## config.mk

```make
export PLATFORM = sky130hd
export DESIGN_NAME = liteic_slave_node_read_flat
export DESIGN_NICKNAME = d
export VERILOG_FILES = /design/src/rtl/liteic_slave_node_read_pkg.sv /design/src/rtl/liteic_slave_node_read_if.sv /design/src/rtl/liteic_slave_node_read_rr_arbiter.sv /design/src/rtl/liteic_slave_node_read.sv /design/src/flat_wrapper.sv
export SDC_FILE = /design/constraint.sdc
export NUM_CORES = 1
export LEC_CHECK = 0
export ABC_AREA = 1
export CELL_PAD_IN_SITES_DETAIL_PLACEMENT = 1
export CELL_PAD_IN_SITES_GLOBAL_PLACEMENT = 1
export CORE_UTILIZATION = 33
export CTS_BUF_LIST = sky130_fd_sc_hd__clkbuf_8
export DETAILED_ROUTE_END_ITERATION = 8
export HOLD_SLACK_MARGIN = 0.06
export PLACE_DENSITY = 0.94
export SYNTH_ARGS = -nofsm -noshare
export SYNTH_HDL_FRONTEND = slang
export SYNTH_SLANG_ARGS = --single-unit
export TNS_END_PERCENT = 1
```

## constraint.sdc

```tcl
create_clock -name clk_i -period 4.4 [get_ports clk_i]
set_input_delay 1.1 -clock clk_i [delete_from_list [all_inputs] [get_ports clk_i]]
set_output_delay 1.1 -clock clk_i [all_outputs]
set_load 0.01 [all_outputs]
```

## src/rtl/liteic_slave_node_read_pkg.sv

```systemverilog
// liteic_slave_node_read_pkg: crossbar sizing constants, read-node state type and pointer helper
package liteic_slave_node_read_pkg;
    localparam int IC_NUM_MASTER_SLOTS = 4;
    localparam int IC_ARADDR_WIDTH = 20;
    localparam int IC_RDATA_WIDTH = 32;
    localparam int IC_RRESP_WIDTH = 2;
    localparam logic [IC_NUM_MASTER_SLOTS-1:0] IC_RD_CONNECTIVITY = 4'b1111;
    typedef enum logic [1:0] {ST_IDLE, ST_AR, ST_RWAIT, ST_RESP} rd_node_state_t;
    function automatic int wrap_inc(input int i, input int n);
        return (i + 1) % n;
    endfunction
endpackage

```

## src/rtl/liteic_slave_node_read_if.sv

```systemverilog
// liteic_slave_node_read_if: AXI-Lite read channels (AR/R) between a node (master) and a slave port
//   ar_addr/ar_valid/r_ready driven by master; ar_ready/r_data/r_resp/r_valid driven by slave
interface liteic_slave_node_read_if
    import liteic_slave_node_read_pkg::*;
#(
    parameter int AW = IC_ARADDR_WIDTH - 12,
    parameter int DW = IC_RDATA_WIDTH,
    parameter int RW = IC_RRESP_WIDTH
);
    logic [AW-1:0] ar_addr;
    logic          ar_valid;
    logic          ar_ready;
    logic [DW-1:0] r_data;
    logic [RW-1:0] r_resp;
    logic          r_valid;
    logic          r_ready;
    modport master(output ar_addr, ar_valid, r_ready, input ar_ready, r_data, r_resp, r_valid);
    modport slave(input ar_addr, ar_valid, r_ready, output ar_ready, r_data, r_resp, r_valid);
endinterface

```

## src/rtl/liteic_slave_node_read_rr_arbiter.sv

```systemverilog
// liteic_rr_arbiter: combinational round-robin pick of the first request at/after ptr_i
//   req_i  : request vector
//   ptr_i  : priority pointer (index searched first)
//   grant_o: one-hot winner (zero when no request)
//   idx_o  : winner index (zero when no request)
module liteic_rr_arbiter #(
    parameter int N = 4,
    parameter int IW = (N > 1) ? $clog2(N) : 1
) (
    input  logic [N-1:0]  req_i,
    input  logic [IW-1:0] ptr_i,
    output logic [N-1:0]  grant_o,
    output logic [IW-1:0] idx_o
);
    // Scan from the farthest slot back to the pointer so the nearest requester is written last.
    always_comb begin
        idx_o = '0;
        for (int i = N - 1; i >= 0; i--) begin
            if (req_i[(int'(ptr_i) + i) % N]) idx_o = IW'((int'(ptr_i) + i) % N);
        end
        grant_o = (|req_i) ? (N'(1) << idx_o) : '0;
    end
endmodule

```

## src/rtl/liteic_slave_node_read.sv

```systemverilog
// liteic_slave_node_read: read-path crossbar node, round-robin AR arbitration onto one AXI-Lite slave
//   clk_i, rstn_i        : clock, asynchronous active-low reset
//   slv_axil             : AR/R channels towards the slave
//   cbar_ar_reqst_*      : per-master AR address/valid/ready
//   cbar_resp_*          : shared {r_resp, r_data}, per-master R valid/ready
module liteic_slave_node_read
    import liteic_slave_node_read_pkg::*;
#(
    parameter int NUM_MST = IC_NUM_MASTER_SLOTS,
    parameter int AR_W = IC_ARADDR_WIDTH - 12,
    parameter int RD_W = IC_RDATA_WIDTH,
    parameter int RR_W = IC_RRESP_WIDTH,
    parameter logic [NUM_MST-1:0] CONN = IC_RD_CONNECTIVITY
) (
    input  logic                           clk_i,
    input  logic                           rstn_i,
    liteic_slave_node_read_if.master       slv_axil,
    input  logic [NUM_MST-1:0][AR_W-1:0]   cbar_ar_reqst_data_i,
    input  logic [NUM_MST-1:0]             cbar_ar_reqst_val_i,
    output logic [NUM_MST-1:0]             cbar_ar_reqst_rdy_o,
    output logic [RD_W+RR_W-1:0]           cbar_resp_data_o,
    output logic [NUM_MST-1:0]             cbar_resp_val_o,
    input  logic [NUM_MST-1:0]             cbar_resp_rdy_i
);
    localparam int IW = (NUM_MST > 1) ? $clog2(NUM_MST) : 1;
    rd_node_state_t        state_q, state_d;
    logic [IW-1:0]         ptr_q, ptr_d, idx_q, idx_d, arb_idx;
    logic [NUM_MST-1:0]    grant_q, grant_d, arb_grant;
    logic [AR_W-1:0]       addr_q, addr_d;
    logic [RD_W+RR_W-1:0]  buf_q, buf_d;
    // Unconnected slots are masked out before arbitration so they can never win.
    liteic_rr_arbiter #(.N(NUM_MST), .IW(IW)) u_arb (
        .req_i  (cbar_ar_reqst_val_i & CONN),
        .ptr_i  (ptr_q),
        .grant_o(arb_grant),
        .idx_o  (arb_idx)
    );
    always_ff @(posedge clk_i or negedge rstn_i) begin
        if (!rstn_i) begin
            state_q <= ST_IDLE;
            ptr_q   <= '0;
            idx_q   <= '0;
            grant_q <= '0;
            addr_q  <= '0;
            buf_q   <= '0;
        end else begin
            state_q <= state_d;
            ptr_q   <= ptr_d;
            idx_q   <= idx_d;
            grant_q <= grant_d;
            addr_q  <= addr_d;
            buf_q   <= buf_d;
        end
    end
    always_comb begin
        state_d = state_q;
        ptr_d   = ptr_q;
        idx_d   = idx_q;
        grant_d = grant_q;
        addr_d  = addr_q;
        buf_d   = buf_q;
        case (state_q)
            ST_IDLE: if (|arb_grant) begin
                state_d = ST_AR;
                grant_d = arb_grant;
                idx_d   = arb_idx;
                addr_d  = cbar_ar_reqst_data_i[arb_idx];
            end
            ST_AR: if (slv_axil.ar_ready) state_d = ST_RWAIT;
            ST_RWAIT: if (slv_axil.r_valid) begin
                state_d = ST_RESP;
                buf_d   = {slv_axil.r_resp, slv_axil.r_data};
            end
            default: if (|(cbar_resp_rdy_i & grant_q)) begin
                state_d = ST_IDLE;
                ptr_d   = IW'(wrap_inc(int'(idx_q), NUM_MST));
            end
        endcase
    end
    // The IDLE grant is combinational from the request inputs, so it is gated by reset explicitly.
    assign cbar_ar_reqst_rdy_o = (rstn_i && state_q == ST_IDLE) ? arb_grant : '0;
    assign cbar_resp_val_o     = (state_q == ST_RESP) ? grant_q : '0;
    assign cbar_resp_data_o    = buf_q;
    assign slv_axil.ar_valid   = state_q == ST_AR;
    assign slv_axil.ar_addr    = addr_q;
    assign slv_axil.r_ready    = state_q == ST_RWAIT;
endmodule
```

## src/flat_wrapper.sv

```systemverilog
// flat-port wrapper written by rule: the top's interface ports become plain ports
module liteic_slave_node_read_flat import liteic_slave_node_read_pkg::*;
#(
    parameter int NUM_MST = IC_NUM_MASTER_SLOTS,
    parameter int AR_W = IC_ARADDR_WIDTH - 12,
    parameter int RD_W = IC_RDATA_WIDTH,
    parameter int RR_W = IC_RRESP_WIDTH,
    parameter logic [NUM_MST-1:0] CONN = IC_RD_CONNECTIVITY
)
  (clk_i, rstn_i, cbar_ar_reqst_data_i, cbar_ar_reqst_val_i, cbar_ar_reqst_rdy_o, cbar_resp_data_o, cbar_resp_val_o, cbar_resp_rdy_i, slv_axil_ar_addr, slv_axil_ar_valid, slv_axil_r_ready, slv_axil_ar_ready, slv_axil_r_data, slv_axil_r_resp, slv_axil_r_valid);
  liteic_slave_node_read_if slv_axil_i ();
  input  logic clk_i;
  input  logic rstn_i;
  input  logic [NUM_MST-1:0][AR_W-1:0] cbar_ar_reqst_data_i;
  input  logic [NUM_MST-1:0] cbar_ar_reqst_val_i;
  output logic [NUM_MST-1:0] cbar_ar_reqst_rdy_o;
  output logic [RD_W+RR_W-1:0] cbar_resp_data_o;
  output logic [NUM_MST-1:0] cbar_resp_val_o;
  input  logic [NUM_MST-1:0] cbar_resp_rdy_i;
  output wire logic [$bits(slv_axil_i.ar_addr)-1:0] slv_axil_ar_addr;
  output wire logic [$bits(slv_axil_i.ar_valid)-1:0] slv_axil_ar_valid;
  output wire logic [$bits(slv_axil_i.r_ready)-1:0] slv_axil_r_ready;
  input wire logic [$bits(slv_axil_i.ar_ready)-1:0] slv_axil_ar_ready;
  input wire logic [$bits(slv_axil_i.r_data)-1:0] slv_axil_r_data;
  input wire logic [$bits(slv_axil_i.r_resp)-1:0] slv_axil_r_resp;
  input wire logic [$bits(slv_axil_i.r_valid)-1:0] slv_axil_r_valid;
  assign slv_axil_ar_addr = slv_axil_i.ar_addr;
  assign slv_axil_ar_valid = slv_axil_i.ar_valid;
  assign slv_axil_r_ready = slv_axil_i.r_ready;
  assign slv_axil_i.ar_ready = slv_axil_ar_ready;
  assign slv_axil_i.r_data = slv_axil_r_data;
  assign slv_axil_i.r_resp = slv_axil_r_resp;
  assign slv_axil_i.r_valid = slv_axil_r_valid;
  liteic_slave_node_read #(.NUM_MST(NUM_MST), .AR_W(AR_W), .RD_W(RD_W), .RR_W(RR_W), .CONN(CONN)) u_core (.clk_i(clk_i), .rstn_i(rstn_i), .slv_axil(slv_axil_i), .cbar_ar_reqst_data_i(cbar_ar_reqst_data_i), .cbar_ar_reqst_val_i(cbar_ar_reqst_val_i), .cbar_ar_reqst_rdy_o(cbar_ar_reqst_rdy_o), .cbar_resp_data_o(cbar_resp_data_o), .cbar_resp_val_o(cbar_resp_val_o), .cbar_resp_rdy_i(cbar_resp_rdy_i));
endmodule
```

==> results by group, run 1 <==
Outcome
  • Status: finished clean

Critical path
  • Slowest CP cell: clkdlybuf4s50_1
  • CP delay by family, top: buffers and inverters
  • CP max stage delay: 0.48 ns
  • Setup crit start: cbar_ar_reqst_val_i[3]
  • Crit Reg-Reg Endpoint: u_core.slv_axil.ar_addr[4]$_DFFE_PN0P_
  • CP endpoint: cbar_ar_reqst_rdy_o[3]
  • CP bufs+invs: 4
  • R2R depth: 15
  • Setup crit start kind: primary input
  • Worst setup EP type: primary output
  • CP max FO: 4
  • Setup Crit Path Kind: primary input to primary output
  • WP data arrival: 2.79 ns
  • Worst r2r src: u_core.ptr_q[0]$_DFFE_PN0P_
  • Most frequent CP cell: nand3_1
  • Critical Path, Cell by Cell: clkdlybuf4s50_1 -> inv_1 -> o21ai_2 -> nand3_1 -> nand2_1 -> nand3_1 -> nand3_1 -> nand2_2 -> inv_1 -> nand3_1 -> nor2_1 -> dlymetal6s2s_1
  • Critical Path Stages: 12
  • Critical Path RT: 3.30 ns
  • Setup slack, reg-to-reg: 2.40 ns

Placement
  • DPL Wire Length: 6.87 mm
  • GP Congestion: 0.837
  • Post-Place Cell Area: 4160 um2
  • Post-Place Cells: 531
  • Input/output buffers: 129

STA
  • Headroom to the max-slew limit: 55.5%
  • Tcrit/Tclk final: 88.3%
  • Clock skew: 0.00680 ns
  • RSZ-0062 raised after global routing: no
  • Final Slew Violations: 0
  • Setup TNS Final: 0 ns
  • Minimum clock period after layout: 3.89 ns
  • Final Hold Vio Count: 0
  • # setup viols final: 0
  • Fmax: 257 MHz
  • Measured slew at the worst slew-check pin: 0.668 ns

Logic synthesis
  • Synthesized flop and latch total: 52
  • Cells after Synth: 301
  • Synth Area in XOR/XNOR: 0.318%
  • Cell Area, Synth: 2750 um2
  • Main combinational cell family by area after synthesis: simple AND/OR/NAND/NOR gates
  • Complex-gate fraction of the synthesized area: 3.09%
  • Post-synth cell types: 26
  • Simple-Gate Fraction of Synth Area: 25.2%
  • Syn nets: 384
  • Syn. warnings: 0
  • Adder-cell share of the synthesized area: 2.27%
  • Sequential fraction of the synthesis area: 47.3%
  • Post-synthesis mux area share: 13.9%
  • Avg Inst Size Synth: 9.14 um2

Clock network
  • CTS Sinks: 52
  • Clock transition at the registers of the reported paths: 0.09 ns
  • Clk buf depth: 2
  • Insertion delay of the later-clocked pin in the worst-skew pair: 0.30 ns
  • CTS root buffer: clkbuf_8
  • Clock buffer count from CTS: 5
  • Post-CTS Setup Inserts: 0
  • H-tree levels: 2
  • CTS tree: done

Drt
  • Overall via count from detail_route: 2541
  • DR WL met3: 278 um
  • Metal-1 WL: 3.23 mm
  • First-pass DRT Iterations: 3
  • DRC: 0
  • Met2 wire length: 4.84 mm
  • Routed len/inst: 15.9 um
  • Routed WL: 8.59 mm
  • Highest routed layer: met4
  • Vias per cell: 4.71
  • Initial drt markers: 82
  • DRT antenna net count: 0

Power
  • Pwr Density: 693 nW/um2
  • Maximum VDD drop: 315 uV
  • Static Leak: 2.10 nW

Global route
  • First-pass GRT wire length: 14.1 mm
  • Largest net degree at the start of global routing: 53
  • Total gr overflow: 0
  • Vias in the first global route: 2926
  • GRT Total Usage: 21.0%
  • Initial antenna violation count: 0

Min path
  • HP Class: flip-flop to flip-flop

Floorplanning
  • Die area: 8710 um2
  • Die X: 93.3 um
  • Die Ht: 93.3 um
  • Core Rows: 32
  • Initial cell density of the core: 34.9%
  • Core ar.: 7890 um2
  • Io pins: 130

Final layout
  • Design area: 4260 um2
  • Diode count: 0
  • Fillers: 916
  • Share of layout cells above drive strength 1: 16.9%
  • P&R area growth vs syn: 54.9%
  • Post-layout nets: 519
  • Final Core Density: 54.0%
  • Non-Filler Instances: 539

Flow run
  • Number of max-cap violations: 0
sequential cells by signal, indices dropped and copies added (netlist names):
| register | flops |
|---|---|
| u_core.cbar_resp_data_o | 34 |
| u_core.grant_q | 4 |
| u_core.idx_q | 2 |
| u_core.ptr_q | 2 |
| u_core.slv_axil.ar_addr | 8 |
| u_core.state_q | 2 |
placed cells by master, fill, tap and decap left out:
cell type,netlist,final
buf_2,0,1
nand2_1,85,85
a22o_1,2,2
inv_4,1,1
clkdlybuf4s50_1,0,124
dfrtp_1,52,52
o22ai_1,1,1
o21bai_1,1,1
nand2_2,11,11
nor2_2,0,1
nand3_1,35,35
nor2_1,10,9
clkbuf_8,0,6
nand2_8,1,1
o21ai_2,1,1
dlymetal6s2s_1,0,4
nand3_4,2,2
a21oi_1,4,4
inv_2,3,3
clkinvlp_4,0,1
inv_1,33,34
buf_4,4,9
nor4_1,1,1
nand2_4,2,2
and2_4,1,1
ha_1,5,5
mux2_2,34,34
xnor2_1,1,1
o21ai_0,5,5
area by class of cell:
class                           instances  area, um2  share of cell area [%]
Tap cell                              102        128                    2.99
Multi-Input combinational cell        202       1230                    29.0
Inverter                               37        141                    3.32
Clock buffer                            6       82.6                    1.94
Sequential cell                        52       1300                    30.5
Timing Repair Buffer                  138       1360                    32.0
Clock inverter                          2       11.3                   0.264
logic make-up (layout without fill, tap and decap cells):
family                   count (synthesis)  count (layout)
buffers and inverters                   47             183
adder cells (fa/ha/maj)                  5               5
AND/OR/NAND/NOR                        148             148
flip-flops                              52              52
XOR/XNOR                                 1               1
AO/OA/AOI/OAI                           14              14
multiplexers                            34              34
Yosys cell counts:
cell type	instances	share of area (%)
buf_6	1	0.41
nand2_1	85	12
a21oi_1	4	0.73
inv_2	3	0.41
o21ai_0	5	0.91
inv_1	33	4.5
nand2_2	11	2.5
buf_12	1	0.73
o21bai_1	1	0.27
dfrtp_1	52	47
nor4_1	1	0.23
buf_4	4	1.1
and2_4	1	0.32
nand3_1	35	6.4
nand2_4	2	0.82
ha_1	5	2.3
mux2_2	34	14
clkbuf_1	4	0.55
inv_4	1	0.23
nand3_4	2	1.3
nor2_1	10	1.4
nand2_8	1	0.73
o22ai_1	1	0.23
a22o_1	2	0.64
xnor2_1	1	0.32
o21ai_2	1	0.32
worst min path at each step:
stage | startpoint | endpoint | cells past startpoint
floorplan | u_core.grant_q[1]$_DFFE_PN0P_ | u_core.grant_q[1]$_DFFE_PN0P_ | 2
global placement | u_core.slv_axil.ar_addr[3]$_DFFE_PN0P_ | u_core.slv_axil.ar_addr[3]$_DFFE_PN0P_ | 2
detailed placement | u_core.slv_axil.ar_addr[5]$_DFFE_PN0P_ | u_core.slv_axil.ar_addr[5]$_DFFE_PN0P_ | 2
CTS | u_core.slv_axil.ar_addr[0]$_DFFE_PN0P_ | u_core.slv_axil.ar_addr[0]$_DFFE_PN0P_ | 2
global route | u_core.cbar_resp_data_o[24]$_DFFE_PN0P_ | u_core.cbar_resp_data_o[24]$_DFFE_PN0P_ | 1
finish | u_core.slv_axil.ar_addr[0]$_DFFE_PN0P_ | u_core.slv_axil.ar_addr[0]$_DFFE_PN0P_ | 2
through the flow:
step	worst slack (ns)	hold WS (ns)	total power, mW
6_report	0.513	0.493	2.96
5_1_grt	0.332	0.535	3.20
4_1_cts	0.0797	0.497	3.00
3_5_place_dp	0.0909	0.472	2.70
3_3_place_gp	0.204	0.465	2.60
2_1_floorplan	1.12	0.471	1.92
worst register-to-register path: stages, from the launching register on:
cell     delay [ns]
dfrtp_1        0.63
inv_4          0.07
nand2_1        0.10
nand3_1        0.12
nand2_2        0.10
nand3_4        0.09
nand2_4        0.08
nand2_4        0.06
nand2_8        0.08
buf_4          0.23
nand2_1        0.10
nand2_1        0.08
nand2_1        0.05
nand2_1        0.05
nand2_1        0.05
nand2_1        0.05
report_power, final:
| group | internal [mW] | switching [mW] | total, mW |
|---|---|---|---|
| logic | 0.896 | 0.889 | 1.78 |
| registers | 0.720 | 0.169 | 0.889 |
| clock network | 0.126 | 0.156 | 0.282 |
| total | 1.74 | 1.21 | 2.96 |
per-layer routing:
layer	track usage, %	up-vias
li1	-	1225
met1	23.3	1234
met5	0	-
met4	7.82	0
met2	40.1	62
met3	3.25	20
what timing repair did:
item / CTS / global route
resized for setup: 0 / 5
setup endpoints to repair: 0 / 2
hold buffers: 0 / 0
Power figures use the tool's default switching activity.
==> inputs of run 2 (changes only) <==
--- a/config.mk
+++ b/config.mk
@@ -8,11 +8,13 @@
 export ABC_AREA = 1
 export CELL_PAD_IN_SITES_DETAIL_PLACEMENT = 1
 export CELL_PAD_IN_SITES_GLOBAL_PLACEMENT = 1
+export CORE_MARGIN = 1
 export CORE_UTILIZATION = 33
 export CTS_BUF_LIST = sky130_fd_sc_hd__clkbuf_8
 export DETAILED_ROUTE_END_ITERATION = 8
 export HOLD_SLACK_MARGIN = 0.06
 export PLACE_DENSITY = 0.94
+export SLEW_MARGIN = 10
 export SYNTH_ARGS = -nofsm -noshare
 export SYNTH_HDL_FRONTEND = slang
 export SYNTH_SLANG_ARGS = --single-unit
==> results of run 2 <==
Final layout, timing and power as in run 1 (identical DEF).
